`src/rtl/tx_capture_pkg.sv`:
```
// Shared FSM encoding and sizing helpers for the tx_interface capture sink.
package tx_capture_pkg;

    typedef enum logic [2:0] {
        IDLE   = 3'd0,
        SAMPLE = 3'd1,
        WAIT   = 3'd2,
        REQ    = 3'd3,
        SETTLE = 3'd4
    } state_t;

    localparam int BIT_CNT_MAX = 15;

    // Captured entry is {last_bit_in_byte, data}.
    function automatic int entry_width(input int data_width);
        return data_width + 1;
    endfunction

    // The delay counter is loaded with REQ_DELAY-1 in WAIT and SETTLE_DELAY in SETTLE.
    function automatic int delay_cnt_width(input int req_delay, input int settle_delay);
        int longest;
        longest = (req_delay - 1 > settle_delay) ? req_delay - 1 : settle_delay;
        return (longest < 1) ? 1 : $clog2(longest + 1);
    endfunction

endpackage

```
`src/rtl/capture_fifo.sv`:
```
// Synchronous show-ahead FIFO; rd_data is the head entry whenever empty is low.
// A write while full is dropped unless a read frees the slot in the same cycle.
module capture_fifo #(
    parameter int WIDTH = 9,
    parameter int DEPTH = 64
) (
    input  logic             clk,
    input  logic             rst,
    input  logic             wr_en,
    input  logic [WIDTH-1:0] wr_data,
    input  logic             rd_en,
    output logic [WIDTH-1:0] rd_data,
    output logic             full,
    output logic             empty
);

    localparam int AW = (DEPTH > 1) ? $clog2(DEPTH) : 1;

    logic [WIDTH-1:0] mem_q [DEPTH];
    logic [AW-1:0]    wr_ptr_q;
    logic [AW-1:0]    rd_ptr_q;
    logic [AW:0]      count_q;
    logic             do_wr;
    logic             do_rd;

    assign full    = (count_q == (AW+1)'(DEPTH));
    assign empty   = (count_q == '0);
    assign do_rd   = rd_en & ~empty;
    assign do_wr   = wr_en & (~full | do_rd);
    assign rd_data = mem_q[rd_ptr_q];

    always_ff @(posedge clk) begin
        if (do_wr) begin
            mem_q[wr_ptr_q] <= wr_data;
        end
    end

    always_ff @(posedge clk or posedge rst) begin
        if (rst) begin
            wr_ptr_q <= '0;
            rd_ptr_q <= '0;
            count_q  <= '0;
        end else begin
            if (do_wr) begin
                wr_ptr_q <= wr_ptr_q + AW'(1);
            end
            if (do_rd) begin
                rd_ptr_q <= rd_ptr_q + AW'(1);
            end
            count_q <= count_q + (AW+1)'(do_wr) - (AW+1)'(do_rd);
        end
    end

endmodule

```
`src/rtl/tx_frame_capture.sv`:
```
// Paced tx_interface consumer: samples a transfer, pulses req REQ_DELAY+1 cycles later, captures into a FIFO.
// Samples repeat every REQ_DELAY+SETTLE_DELAY+3 cycles; protocol faults raise sticky err_* flags.
module tx_frame_capture
    import tx_capture_pkg::*;
#(
    parameter int DATA_WIDTH   = 8,
    parameter int BY_BYTE      = 1,
    parameter int DEPTH        = 64,
    parameter int REQ_DELAY    = 4,
    parameter int SETTLE_DELAY = 6
) (
    input  logic                  clk,
    input  logic                  rst,
    input  logic                  data_valid,
    input  logic [DATA_WIDTH-1:0] data,
    input  logic [2:0]            data_bits,
    input  logic                  last_bit_in_byte,
    output logic                  req,
    input  logic                  rd_en,
    output logic [DATA_WIDTH:0]   rd_data,
    output logic                  rd_empty,
    output logic [3:0]            bits_in_first_byte,
    output logic                  frame_done,
    output logic                  err_overflow,
    output logic                  err_partial,
    output logic                  err_merge,
    input  logic                  err_clear
);

    localparam int ENTRY_W = entry_width(DATA_WIDTH);
    localparam int DLY_W   = delay_cnt_width(REQ_DELAY, SETTLE_DELAY);

    typedef struct packed {
        logic                  last;
        logic [DATA_WIDTH-1:0] data;
    } capture_entry_t;

    state_t         state_q, state_d;
    logic [DLY_W-1:0] dly_q, dly_d;
    logic           first_tfer_q, first_tfer_d;
    logic           first_byte_q, first_byte_d;
    logic [3:0]     bit_cnt_q, bit_cnt_d;
    logic [3:0]     bifb_q, bifb_d;
    logic           req_q, req_d;
    logic           done_q, done_d;
    logic           ovf_q, part_q, merge_q;
    logic           set_ovf, set_part, set_merge;
    logic           push;
    logic           fifo_full;
    logic           fifo_empty;
    capture_entry_t wr_entry;

    assign wr_entry.last = last_bit_in_byte;
    assign wr_entry.data = data;
    assign set_ovf       = push & fifo_full & ~rd_en;

    always_comb begin
        state_d      = state_q;
        dly_d        = dly_q;
        first_tfer_d = first_tfer_q;
        first_byte_d = first_byte_q;
        bit_cnt_d    = bit_cnt_q;
        bifb_d       = bifb_q;
        done_d       = 1'b0;
        push         = 1'b0;
        set_part     = 1'b0;
        set_merge    = 1'b0;
        case (state_q)
            IDLE: begin
                if (data_valid) begin
                    state_d      = SAMPLE;
                    first_tfer_d = 1'b1;
                    first_byte_d = 1'b1;
                    bit_cnt_d    = '0;
                end
            end
            SAMPLE: begin
                push         = 1'b1;
                set_merge    = first_tfer_q & ~fifo_empty;
                first_tfer_d = 1'b0;
                if (BY_BYTE != 0) begin
                    if (first_tfer_q) begin
                        bifb_d = {1'b0, data_bits};
                    end else begin
                        set_part = (data_bits != 3'd0);
                    end
                end else if (first_byte_q) begin
                    // Bit mode: count bits up to and including the first byte end.
                    if (bit_cnt_q != 4'(BIT_CNT_MAX)) begin
                        bit_cnt_d = bit_cnt_q + 4'd1;
                    end
                    bifb_d = bit_cnt_d;
                    if (last_bit_in_byte) begin
                        first_byte_d = 1'b0;
                    end
                end
                state_d = WAIT;
                dly_d   = DLY_W'(REQ_DELAY - 1);
            end
            WAIT: begin
                if (dly_q == '0) begin
                    state_d = REQ;
                end else begin
                    dly_d = dly_q - DLY_W'(1);
                end
            end
            REQ: begin
                state_d = SETTLE;
                dly_d   = DLY_W'(SETTLE_DELAY);
            end
            SETTLE: begin
                if (dly_q == '0) begin
                    if (data_valid) begin
                        state_d = SAMPLE;
                    end else begin
                        state_d = IDLE;
                        done_d  = 1'b1;
                    end
                end else begin
                    dly_d = dly_q - DLY_W'(1);
                end
            end
            default: state_d = IDLE;
        endcase
        req_d = (state_d == REQ);
    end

    always_ff @(posedge clk or posedge rst) begin
        if (rst) begin
            state_q      <= IDLE;
            dly_q        <= '0;
            first_tfer_q <= 1'b0;
            first_byte_q <= 1'b0;
            bit_cnt_q    <= '0;
            bifb_q       <= '0;
            req_q        <= 1'b0;
            done_q       <= 1'b0;
            ovf_q        <= 1'b0;
            part_q       <= 1'b0;
            merge_q      <= 1'b0;
        end else begin
            state_q      <= state_d;
            dly_q        <= dly_d;
            first_tfer_q <= first_tfer_d;
            first_byte_q <= first_byte_d;
            bit_cnt_q    <= bit_cnt_d;
            bifb_q       <= bifb_d;
            req_q        <= req_d;
            done_q       <= done_d;
            // A same-cycle set outranks err_clear.
            ovf_q        <= set_ovf   | (ovf_q   & ~err_clear);
            part_q       <= set_part  | (part_q  & ~err_clear);
            merge_q      <= set_merge | (merge_q & ~err_clear);
        end
    end

    capture_fifo #(
        .WIDTH(ENTRY_W),
        .DEPTH(DEPTH)
    ) u_fifo (
        .clk    (clk),
        .rst    (rst),
        .wr_en  (push),
        .wr_data(wr_entry),
        .rd_en  (rd_en),
        .rd_data(rd_data),
        .full   (fifo_full),
        .empty  (fifo_empty)
    );

    assign req                = req_q;
    assign rd_empty           = fifo_empty;
    assign bits_in_first_byte = bifb_q;
    assign frame_done         = done_q;
    assign err_overflow       = ovf_q;
    assign err_partial        = part_q;
    assign err_merge          = merge_q;

endmodule

```
`config.mk`:
```
export PLATFORM = sky130hd
export DESIGN_NAME = tx_frame_capture
export DESIGN_NICKNAME = d
export VERILOG_FILES = /design/src/rtl/tx_capture_pkg.sv /design/src/rtl/capture_fifo.sv /design/src/rtl/tx_frame_capture.sv
export SDC_FILE = /design/constraint.sdc
export NUM_CORES = 1
export LEC_CHECK = 0
export BUFFER_PORTS_ARGS = -buffer_cell sky130_fd_sc_hd__buf_2
export CAP_MARGIN = 10
export CORE_ASPECT_RATIO = 1.2
export CORE_UTILIZATION = 45
export CTS_CLUSTER_DIAMETER = 50
export DETAILED_ROUTE_END_ITERATION = 8
export PLACE_DENSITY_LB_ADDON = 0.08
export SKIP_LAST_GASP = 1
export SLEW_MARGIN = 20
export SYNTH_ARGS = -nofsm -noshare
export SYNTH_HDL_FRONTEND = slang
export SYNTH_HIERARCHICAL = 1
export SYNTH_SLANG_ARGS = --single-unit
```
`constraint.sdc`:
```
create_clock -name clk -period 4.1 [get_ports clk]
set_clock_uncertainty 0.15 [all_clocks]
set_input_delay 0.205 -clock clk [delete_from_list [all_inputs] [get_ports clk]]
set_output_delay 0.205 -clock clk [all_outputs]
set_load 0.01 [all_outputs]
```
# ---- After elaboration in Yosys (flattened, before gate mapping)
# Memory sizes are Yosys's and may differ from the RTL's.
# Cells that the tools add are included.
dict set report word_totals {
  register_bits 34
  ramBits 576
  elab_cells 70
  n_memories 1
}
dict set report op_classes {
  n_addsub 5
  n_eq_ne 8
  muxes 18
  n_bitwise 16
  reduce_logical 10
}
# name words word_bits rd rd_ports_with_merged_regs write_ports line_no
set mem_list {}
lappend mem_list {u_fifo.mem_q 64 9 1 0 1 capture_fifo.sv:19} ;# logic [WIDTH-1:0] mem_q [DEPTH];
# op count
set op_table {}
lappend op_table {{$pmux W3 S5} 1}
lappend op_table {{$add A6 B1 Y6 const B} 2}
lappend op_table {{$mux W3} 4}
lappend op_table {{$mux W1} 11}
lappend op_table {{$eq A3 B2 Y1 const B} 3}
lappend op_table {{$pmux W3 S3} 1}
lappend op_table {{$and A1 B1 Y1} 8}
lappend op_table {{$add A7 B1 Y7} 1}
lappend op_table {{$eq A7 B7 Y1 const B} 1}
lappend op_table {{$logic_not A7 Y1} 1}
lappend op_table {{$sub A7 B1 Y7} 1}
lappend op_table {{$logic_not A3 Y1} 2}
lappend op_table {{$reduce_and A2 Y1} 3}
lappend op_table {{$reduce_bool A3 Y1} 2}
lappend op_table {{$ne A2 B2 Y1 const B} 2}
lappend op_table {{$not A1 Y1} 4}
lappend op_table {{$or A1 B1 Y1} 4}
lappend op_table {{$eq A3 B1 Y1 const B} 1}
lappend op_table {{$eq A3 B3 Y1 const B} 1}
lappend op_table {{$sub A3 B1 Y3 const B} 1}
lappend op_table {{$pmux W1 S2} 1}
lappend op_table {{$reduce_bool A2 Y1} 1}
lappend op_table {{$reduce_or A2 Y1} 1}

# ---- Depth between registers and ports, before layout
dict set report depth {
  ltp_word 7
  depth_mapped 17
  mapped_depth_nobuf 17
}

# ---- Modules after synthesis
# The synthesis kept the hierarchy.
# module instances cells_per_inst area_per_inst_um2
set modules_own_cells {}
lappend modules_own_cells {capture_fifo 1 1174 23430.0}
lappend modules_own_cells {tx_frame_capture 1 82 818.3}

# ---- Worst setup path before layout
# OpenSTA, ideal clock, no wires.
dict set report synth_timing {
  path_kind {register to register}
  from {register u_fifo.count_q[5]}
  to {register u_fifo.count_q[6]}
  t_arrival_ns 3.016
  setup_slack_ns 0.809
  path_stages_with_launch 18
  n_path_buf 1
  period_less_slack_ns 3.291
  cell_sequence {dfrtp_1 inv_1 ha_1 nor4bb_1 nor2b_1 nor2b_1 clkbuf_1 ha_1 inv_1 ha_1 inv_1 fa_1 nand2b_1 a21oi_1 o21ai_0 a21oi_1 nor2_1 xnor2_1}
}
dict set report synth_between {
  elab_chain_len 7
}
# item line_no
set synth_lines {}
lappend synth_lines {{start: declaration} capture_fifo.sv:22} ;# logic [AW:0] count_q;
lappend synth_lines {{start signal: assignment} capture_fifo.sv:50} ;# count_q <= count_q + (AW+1)'(do_wr) - (AW+1)'(do_rd);
lappend synth_lines {{$logic_not A7 Y1 *} capture_fifo.sv:27} ;# assign empty = (count_q == '0);
lappend synth_lines {{net rd_empty} tx_frame_capture.sv:21} ;# output logic rd_empty,
lappend synth_lines {{$not A1 Y1 *} capture_fifo.sv:28} ;# assign do_rd = rd_en & ~empty;
lappend synth_lines {{$and A1 B1 Y1 *} capture_fifo.sv:28}
lappend synth_lines {{net u_fifo.do_rd} capture_fifo.sv:24} ;# logic do_rd;
lappend synth_lines {{$or A1 B1 Y1} capture_fifo.sv:29} ;# assign do_wr = wr_en & (~full | do_rd);
lappend synth_lines {{$and A1 B1 Y1} capture_fifo.sv:29}
lappend synth_lines {{$add A7 B1 Y7} capture_fifo.sv:50}
lappend synth_lines {{$sub A7 B1 Y7 *} capture_fifo.sv:50}
# Mark *: on every way through the listed nets, which the timed path passes. The rest lies on a longest branch.
# A chain may end at the register's enable or synchronous reset.

# ---- Worst setup path in the final report
dict set report layout_timing {
  from {register u_fifo.rd_ptr_q[1]}
  to {output port rd_data[7]}
}
dict set report layout_between {
  elab_chain_len 1
}
# item line_no
set layout_lines {}
lappend layout_lines {{start: declaration} capture_fifo.sv:21} ;# logic [AW-1:0] rd_ptr_q;
lappend layout_lines {{start signal: assignment} capture_fifo.sv:48} ;# rd_ptr_q <= rd_ptr_q + AW'(1);
lappend layout_lines {{$mem_v2 Z64 W9} -}
lappend layout_lines {{end: declaration} tx_frame_capture.sv:20} ;# output logic [DATA_WIDTH:0] rd_data,
# Every way passes these cells.

==> out/metrics.yaml <==
outcome:
  status: "completed"
logic_synthesis:
  yosysTopAreaCellShare_pct: 71.3
  ys_warn_count: 6
  yosys.area_share.adder_pct: 0.753
  syn_area_um2: 24200
  synth_top_family_by_area: "multiplexers"
  synth-compound-area-share_pct: 3.79
  ys_types: 60
  synth-async-reset-ratio_pct: 5.57
  synth_area_leaders: "edfxtp_1 71%, mux4_2 10%, mux2i_1 3.9%"
  synth_xor_area_share_pct: 0.542
  syn_avg_cell_area_um2: 19.3
  yosys.area.top_type: "edfxtp_1"
  synth_edf_count: 576
  synthCells: 1256
  ys_seq_elements: 610
  ys_seq_area_share_pct: 74.8
  synthMuxAreaShare_pct: 14.7
  yosys-top-cells-count: "576 x edfxtp_1, 108 x mux4_2, 94 x mux2i_1, 94 x nor2_1, 34 x dfrtp_1"
  synth_nets: 1287
  ys.flop_type: "edfxtp_1"
  yosys.area_share.simple_pct: 3.33
  yosysMostFrequentCell: "edfxtp_1"
global_route:
  grt_max_degree: 65
  grt_pass1_wl_um: 83700
  antenna_found_initial: 1
  grt_overflow: 0
  grt_usage_pct: 21.1
  grt_pass1_vias: 12600
placement:
  placedCellCount: 2026
  dp_hpwl_um: 34800
  dpl_cell_area_um2: 25700
  io_buffers: 34
  routabilityCongestion: 0.779
finish:
  design_area_um2: 27800
  fin_nets: 1426
  drive_gt1_share_pct: 24.3
  register_area_um2: 18200
  fin_cells: 2149
  multi_input_area_um2: 5600
  synthToLayoutAreaGrowth_pct: 14.5
  n_fill_cell: 4205
clock_network:
  clk_pin_slew_ns: 0.06
  cts_inserted_buffers: 61
  clockRootBuffer: "clkbuf_16"
  clock_sinks: 610
  cts_tree: "built"
  clk_latency_ns: 0.61
  cts_buffer_depth: 3
  cts-htree-levels: 2
setup_path:
  cp_max_fo: 38
  worstSetupEndpointType: "output pin"
  critPathLaunchType: "flip-flop"
  crit_arrival_ns: 3.50
  critical_path_class: "reg -> out"
  critPathRequiredTime_ns: 3.74
timing:
  setup_viol: 0
  hold_viol: 0
  fin_crit_sh_pct: 94.1
  tns_ns: 0
  maxSlewHeadroom_pct: 34.4
  fmax_mhz: 259
  worst_hold_slack_ns: 0.00928
  fin_crit_ns: 3.86
  drv_slew: 0
  worst_pin_slew_ns: 0.981
  rsz0062_at_grt: "no"
route:
  routed_wl_um: 57000
  wire_per_inst_um: 26.5
  drc: 0
  detail-route-antenna-nets: 0
  via_count: 12000
  dr.pass1.iters: 5
  vias_per_cell: 5.60
  drt-initial-drc-count: 1043
die:
  ios: 36
  rows: 92
  die_y_um: 256
  start_util_pct: 45.9
  die_area_um2: 54800
  die_w_um: 214
  core_um2: 52800
pwr:
  vdd_drop_max_mv: 0.353
  powerDensity_nw_per_um2: 650
  p_leak_nw: 9.29
worst_hold_path:
  hold_path_class: "in -> reg"
run:
  maxCapViolations: 0
## placed cells by master (no fill, tap or decap), types with 3 or more instances in the layout
master,instances
a2111oi_0,6
a211o_1,4
a211oi_1,17
a21oi_1,21
a221oi_1,5
a22oi_1,7
buf_12,7
buf_2,34
buf_4,95
bufinv_16,4
clkbuf_1,19
clkbuf_16,63
clkinv_1,11
clkinv_2,8
dfrtp_1,31
dfrtp_4,3
dlygate4sd3_1,9
edfxtp_1,576
ha_1,13
inv_1,24
mux2_2,12
mux2i_1,94
mux4_2,108
nand2_1,25
nand2b_1,6
nand3_1,8
nand3b_1,5
nand4_1,3
nor2_1,94
nor2b_1,8
nor3_1,6
o21ai_0,19
o21ai_1,6
o221ai_1,11
o22ai_1,21
or3b_2,5
xnor2_1,12
xor2_1,3
## flip-flops by register name, indices dropped and copies added (netlist names)
| name | flops |
|---|---|
| dly_q | 3 |
| u_fifo/wr_ptr_q | 6 |
| frame_done | 1 |
| state_q | 3 |
| err_merge | 1 |
| u_fifo/rd_ptr_q | 6 |
| u_fifo/mem_q | 576 |
| err_overflow | 1 |
| u_fifo/count_q | 7 |
| first_tfer_q | 1 |
| err_partial | 1 |
| req | 1 |
| bits_in_first_byte | 3 |
## final timing paths
path	startpoint	to	slack, ns	cells past startpoint
min in group asynchronous	rst	frame_done	0.10	3
worst max register to register	u_fifo/count_q[5]	u_fifo/count_q[6]	0.60	17
worst min register to register	bits_in_first_byte[2]	bits_in_first_byte[2]	0.35	1
worst max-delay path	u_fifo/rd_ptr_q[1]	rd_data[7]	0.24	8
max in group asynchronous	rst	u_fifo/rd_ptr_q[0]	3.11	3
worst min-delay path	data[2]	u_fifo/mem_q[5][2]	0.009	1
## what timing repair did
action                                 4_1_cts  5_1_grt
gates resized for setup                      0        0
setup buffers                                0        2
hold buffers                                 9        0
endpoints found under the hold margin       66        0
setup endpoints to repair                    0        4
## per-stage QoR
step | setup slack (ns) | total power, mW | util, %
4_1_cts | 0.0406 | 18.3 | 52.5
3_3_place_gp | 0.645 | 12.9 | 48.7
2_1_floorplan | 0.809 | 11.0 | -
5_1_grt | 0.0335 | 18.8 | 52.5
3_5_place_dp | 0.632 | 12.9 | 48.7
6_report | 0.243 | 18.0 | 52.5
## power by group
part	leakage (nW)	internal, mW	total (mW)	switching (mW)
sequential	5.59	7.04	7.48	0.445
clock	0.925	3.07	5.35	2.28
combinational	2.77	2.31	5.21	2.90
total	9.29	12.4	18.0	5.63
## logic make-up after synthesis
logic type,Yosys count
compound gates,133
simple gates,173
flops,610
mux,216
xor+xnor,15
fa+ha+maj,14
other cells,1
buf+inv,94
## routing by layer
metal / vias up / track usage [%] / wire length (um)
met4: 0 / 6.67 / 1360
li1: 5361 / - / -
met5: - / 0 / 0
met3: 83 / 2.76 / 2250
met2: 268 / 35.6 / 29100
met1: 6329 / 28.4 / 24300
## worst max-delay path, cell delays in order, from the launching register on
cell and delay [ns]:
dfrtp_4 0.64, buf_12 0.32, buf_4 0.38, mux4_2 0.37, a22oi_1 0.25, a21oi_1 0.16, a21oi_1 0.41, nand2_1 0.12
buf_2 0.16
## final cells by class
type,instances,area share (%)
clock buffers,83,5.99
clock inverters,28,0.874
diodes,1,0.00901
well taps,705,3.18
flip-flops and latches,610,65.4
inverters,25,0.338
multi-input cells,552,20.2
repair buffers,145,4.01
Power figures use the tool's default switching activity.
